--- config.mk ---
export PLATFORM = sky130hd
export DESIGN_NAME = vector_unit_sequencer
export DESIGN_NICKNAME = d
export VERILOG_FILES = /design/src/rtl/vector_unit_sequencer_pkg.sv /design/src/rtl/vseq_valid_pipe.sv /design/src/rtl/vector_unit_sequencer.sv
export SDC_FILE = /design/constraint.sdc
export NUM_CORES = 1
export LEC_CHECK = 0
export BUFFER_PORTS_ARGS = -buffer_cell sky130_fd_sc_hd__clkbuf_2
export CORE_MARGIN = 4
export CORE_UTILIZATION = 51
export DETAILED_ROUTE_END_ITERATION = 6
export PLACE_DENSITY = 0.76
export SYNTH_ARGS = -nofsm -noshare
export SYNTH_HDL_FRONTEND = slang
export SYNTH_SLANG_ARGS = --single-unit
export TNS_END_PERCENT = 50
--- constraint.sdc ---
create_clock -name clk -period 1.8 [get_ports clk]
set_input_delay 0 -clock clk [delete_from_list [all_inputs] [get_ports clk]]
set_output_delay 0 -clock clk [all_outputs]
set_load 0.03 [all_outputs]
--- src/rtl/vector_unit_sequencer_pkg.sv ---
// Shared definitions for the vector unit sequencer.
//   vseq_state_e : sequencer state encoding (IDLE / READ / DRAIN)
//   MAX_VL       : largest vector length the register file holds
//   VREG_W       : vector register index width
package vector_unit_sequencer_pkg;

   typedef enum logic [1:0] {
      IDLE  = 2'd0,
      READ  = 2'd1,
      DRAIN = 2'd2
   } vseq_state_e;

   localparam int MAX_VL = 64;
   localparam int VREG_W = 3;

endpackage

--- src/rtl/vseq_valid_pipe.sv ---
// LAT-deep 1-bit valid shift register that mirrors the functional unit's
// pipeline, so the sequencer knows when each element result emerges.
// Ports:
//   clk, rst_n  : clock, asynchronous active-low reset
//   rd_fire     : an element enters the unit this cycle
//   wr_fire     : the element entered LAT cycles ago is valid at the unit output
//   in_flight   : some element is still inside the pipe after the coming edge
module vseq_valid_pipe #(
   parameter int LAT = 4
) (
   input  logic clk,
   input  logic rst_n,
   input  logic rd_fire,
   output logic wr_fire,
   output logic in_flight
);

   logic [LAT-1:0] sr_q;
   logic [LAT-1:0] sr_d;

   generate
      if (LAT == 1) begin : g_single
         assign sr_d = rd_fire;
      end else begin : g_chain
         assign sr_d = {sr_q[LAT-2:0], rd_fire};
      end
   endgenerate

   always_ff @(posedge clk or negedge rst_n) begin
      if (!rst_n) begin
         sr_q <= '0;
      end else begin
         sr_q <= sr_d;
      end
   end

   assign wr_fire   = sr_q[LAT-1];
   // Looks at the next contents: the element leaving this cycle does not count.
   assign in_flight = |sr_d;

endmodule

--- src/rtl/vector_unit_sequencer.sv ---
// Issue and element sequencer for a fixed-latency pipelined vector unit.
// Accepts one instruction at a time, steps source element reads (stalling
// on i_src_ready for chaining), tracks elements through the unit latency and
// produces in-order write-back strobes plus busy/done status.
// Ports:
//   clk, rst_n      : clock, asynchronous active-low reset
//   i_start         : issue request (held by requester until acked)
//   i_i, i_j, i_k   : destination vreg, source vreg, operation select
//   i_vl            : vector length at issue (clamped to 64)
//   i_src_ready     : source element at o_rd_elem is available
//   o_issue_ack     : issue accepted this cycle (combinational)
//   o_busy          : instruction in progress
//   o_rd_en         : read source element this cycle (combinational)
//   o_rd_vreg/elem  : source register and element index
//   o_op            : latched operation select
//   o_wr_en         : unit result valid, write it back
//   o_wr_vreg/elem  : destination register and element index
//   o_done          : one-cycle pulse after the last write-back
module vector_unit_sequencer
   import vector_unit_sequencer_pkg::*;
#(
   parameter int LAT    = 4,
   parameter int VL_W   = 7,
   parameter int ELEM_W = 6
) (
   input  logic              clk,
   input  logic              rst_n,
   input  logic              i_start,
   input  logic [2:0]        i_i,
   input  logic [2:0]        i_j,
   input  logic [2:0]        i_k,
   input  logic [VL_W-1:0]   i_vl,
   input  logic              i_src_ready,
   output logic              o_issue_ack,
   output logic              o_busy,
   output logic              o_rd_en,
   output logic [2:0]        o_rd_vreg,
   output logic [ELEM_W-1:0] o_rd_elem,
   output logic [2:0]        o_op,
   output logic              o_wr_en,
   output logic [2:0]        o_wr_vreg,
   output logic [ELEM_W-1:0] o_wr_elem,
   output logic              o_done
);

   // One extra bit so a full length of 64 is representable and compares cleanly.
   localparam int CNT_W = ELEM_W + 1;

   function automatic logic [CNT_W-1:0] clamp_len(input logic [VL_W-1:0] vl);
      if (int'(vl) > MAX_VL) return CNT_W'(MAX_VL);
      return CNT_W'(vl);
   endfunction

   vseq_state_e       state_q, state_d;
   logic [CNT_W-1:0]  len_q;
   logic [CNT_W-1:0]  rd_cnt_q;
   logic [CNT_W-1:0]  wr_cnt_q;
   logic [VREG_W-1:0] dst_q, src_q, op_q;
   logic              done_q, done_d;
   logic [CNT_W-1:0]  eff_len;
   logic              rd_last;
   logic              wr_fire;
   logic              in_flight;

   assign eff_len     = clamp_len(i_vl);
   assign o_issue_ack = i_start & (state_q == IDLE);
   assign o_rd_en     = (state_q == READ) & i_src_ready;
   assign rd_last     = o_rd_en & ((rd_cnt_q + CNT_W'(1)) == len_q);

   vseq_valid_pipe #(.LAT(LAT)) u_valid_pipe (
      .clk       (clk),
      .rst_n     (rst_n),
      .rd_fire   (o_rd_en),
      .wr_fire   (wr_fire),
      .in_flight (in_flight)
   );

   always_comb begin
      state_d = state_q;
      done_d  = 1'b0;
      case (state_q)
         IDLE: begin
            if (o_issue_ack) state_d = (eff_len == '0) ? DRAIN : READ;
         end
         READ: begin
            if (rd_last) state_d = DRAIN;
         end
         DRAIN: begin
            // done is registered: raise it once the final element leaves,
            // and drop back to IDLE on the edge that ends the done pulse.
            if (done_q)          state_d = IDLE;
            else if (!in_flight) done_d  = 1'b1;
         end
         default: state_d = IDLE;
      endcase
   end

   always_ff @(posedge clk or negedge rst_n) begin
      if (!rst_n) begin
         state_q <= IDLE;
         done_q  <= 1'b0;
      end else begin
         state_q <= state_d;
         done_q  <= done_d;
      end
   end

   always_ff @(posedge clk or negedge rst_n) begin
      if (!rst_n) begin
         len_q    <= '0;
         rd_cnt_q <= '0;
         wr_cnt_q <= '0;
         dst_q    <= '0;
         src_q    <= '0;
         op_q     <= '0;
      end else if (o_issue_ack) begin
         len_q    <= eff_len;
         rd_cnt_q <= '0;
         wr_cnt_q <= '0;
         dst_q    <= i_i;
         src_q    <= i_j;
         op_q     <= i_k;
      end else begin
         if (o_rd_en) rd_cnt_q <= rd_cnt_q + CNT_W'(1);
         if (wr_fire) wr_cnt_q <= wr_cnt_q + CNT_W'(1);
      end
   end

   assign o_busy    = (state_q != IDLE);
   assign o_rd_vreg = src_q;
   assign o_rd_elem = rd_cnt_q[ELEM_W-1:0];
   assign o_op      = op_q;
   assign o_wr_en   = wr_fire;
   assign o_wr_vreg = dst_q;
   assign o_wr_elem = wr_cnt_q[ELEM_W-1:0];
   assign o_done    = done_q;

endmodule
==> impl_metrics.yaml <==
outcome:
  outcome: "completed"
clock_tree:
  cts_setup_buffers: 0
  ctsRootBufferMaster: "clkbuf_4"
  cts_buffers: 5
  clk_latency_ns: 0.34
  cts.sinks: 36
  clk_path_buf_depth: 2
  htreeDepth: 2
  clk_pin_slew_worst_paths_ns: 0.11
  tritoncts: "done"
  ctsHoldBuffers: 18
  postCtsResizedCells: 0
placed_design:
  dp.cells: 259
  portBuffers: 45
  place.gp.congestion: 0.851
  dp_hpwl_um: 2570
final_layout:
  fill_cells: 244
  syn_to_final_growth_pct: 29.3
  regArea_sq_um: 901
  antenna_cells: 0
  instances_no_fill: 285
  multi_input_area_sq_um: 709
  layout-drive-gt1-share_pct: 26.1
  nets: 262
yosys:
  yosysTopAreaCellShare_pct: 53.4
  yosysSeqAreaShare_pct: 53.4
  synth_edf_count: 0
  syn_area_sq_um: 1690
  syn_area_per_cell_sq_um: 9.64
  ys_top_cells_by_count: "nand2_1, dfrtp_1, nor2_1"
  synth_top_cell_by_area: "dfrtp_1"
  synth-main-ff-cell: "dfrtp_1"
  synthArstFlopShare_pct: 100
  synth_nets: 197
  synth.distinct_cells: 36
  ys_warn_count: 0
  synth_cells: 175
  yosys_register_bits: 36
  yosysMostFrequentCell: "nand2_1"
  synthTopCellsByArea: "dfrtp_1, nand2_1, xor2_1"
min_path:
  hold_path.class: "in -> reg"
setup_path:
  crit_required_ns: 2.08
  endpoint_kind: "flip-flop"
  path_class: "reg -> reg"
  max_stage_delay_ns: 0.43
  crit_chain: "ha_1 -> nand2b_1 -> or2_0 -> a311o_1 -> o21ai_0 -> a41o_1"
  critPathBufInv: 0
  crit_family: "compound AO/OA/AOI/OAI gates"
  start_kind: "flip-flop"
  cp_slowest_cell: "dfrtp_1"
  path_max_fanout: 5
  critical_path_arrival_ns: 2.02
timing:
  setup_tns_ns: 0
  tightest_slew_ns: 0.884
  fin_crit_sh_pct: 96.5
  slew_headroom_pct: 41.1
  fin_crit_ns: 1.74
  finClkSkew_ns: 0.0104
  rsz0062_at_grt: "false"
  hold_viol: 0
  setup_violations: 0
  slew_violations: 0
  maxClockFrequency_mhz: 576
power:
  ir_drop_mv: 1.03
  total_power_mw: 3.33
  p_leak_nw: 1.11
  power_density_nw_per_um2: 1530
route:
  post_drt_wl_per_cell_um: 13.6
  drtIter0Drc: 93
  vias: 1452
  viasPerCell: 5.09
  postRouteAntennaNets: 0
  wirelength_um: 3860
  drc_errors: 0
  firstDrtPassIters: 4
floorplan:
  die_area_sq_um: 4290
  fp.dieW_um: 65.5
  coreArea_sq_um: 3100
  initial_utilization_pct: 54.4
  chipHeight_um: 65.5
  ioPinCount: 46
  fp-row-count: 20
global_route:
  antenna_found_initial: 0
  grt_overflow: 0
  first_global_vias: 1456
  track_usage_pct: 21.4
  grt_max_degree: 37
  grt_pass1_wl_um: 6780
run:
  max_cap_viol_count: 0
-- flip-flops by register name, summed over array words and instances, names as in the netlist --
register	flops
o_rd_vreg	3
o_wr_vreg	3
wr_cnt_q	6
o_done	1
len_q	7
rd_cnt_q	7
state_q	2
o_op	3
u_valid_pipe.sr_q	4
-- cell type report --
class                      count  share of cell area [%]
sequential                    36                    41.3
multi-input combinational    125                    32.5
timing repair buffer          67                    20.0
clock buffer                   7                    2.52
tap                           44                    2.52
inverter                       5                   0.860
clock inverter                 1                   0.344
-- layer usage --
| metal | vias up | track usage [%] | routed length [um] |
|---|---|---|---|
| met3 | 8 | 7.18 | 274 |
| li1 | 717 | - | - |
| met5 | - | 0 | 0 |
| met1 | 673 | 24.6 | 1550 |
| met2 | 54 | 36.2 | 1950 |
| met4 | 0 | 9.33 | 91 |
-- where the power goes --
part           internal (mW)  switching (mW)  leakage, nW  total (mW)
clock                  0.191           0.265       0.0315       0.456
combinational          0.539           0.964        0.625        1.50
sequential              1.12           0.260        0.458        1.38
total                   1.85            1.49         1.11        3.33
-- layout by cell type, fill, tap and decap left out, types with 3 or more instances in the layout --
cell / count
xnor2_1: 5
nand3b_1: 6
nand2_1: 51
o21ai_0: 7
and3_4: 3
clkbuf_2: 45
dfrtp_1: 36
xor2_1: 7
a21oi_1: 3
nand3_1: 3
o21ai_1: 5
nor2_1: 10
clkbuf_4: 5
dlygate4sd3_1: 18
inv_1: 4
buf_4: 4
-- metrics by stage --
step | utilization [%] | hold slack (ns) | setup slack (ns) | instance area (sq um)
floorplan | - | -0.296 | 0.172 | 1690
global placement | 62.5 | 0.137 | 0.196 | 1940
detailed placement | 62.5 | 0.159 | 0.120 | 1940
CTS | 70.3 | 0.0429 | 0.0879 | 2180
global route | 70.3 | 0.0852 | 0.000553 | 2180
finish | 70.3 | 0.0846 | 0.0627 | 2180
-- worst min-delay path: cells and delay by family --
kind | cells | cell delay, ns
and+or+nand+nor | 1 | 0.10
buffers and inverters | 2 | 0.25
-- path summary, 6_finish.rpt --
path | from | slack (ns) | end | depth (start not counted)
worst max-delay path | rd_cnt_q[1] | 0.06 | state_q[1] | 6
worst min-delay path | i_src_ready | 0.08 | u_valid_pipe.sr_q[0] | 3
worst max register to register | rd_cnt_q[1] | 0.06 | state_q[1] | 6
worst min register to register | u_valid_pipe.sr_q[1] | 0.39 | u_valid_pipe.sr_q[2] | 0
max in group asynchronous | rst_n | 0.95 | len_q[4] | 2
min in group asynchronous | rst_n | 0.30 | wr_cnt_q[3] | 2
-- cell families (layout without fill, tap and decap cells) --
group           count (synthesis)  count (layout)  synth area share [%]
compound gates                 24              24                  9.34
xor+xnor                       12              12                  6.23
fa+ha+maj                       2               2                  1.48
buf+inv                        14              80                  4.60
flops                          36              36                  53.4
mux                             1               1                 0.593
simple gates                   86              86                  24.4
(Power assumes the default switching activity.)
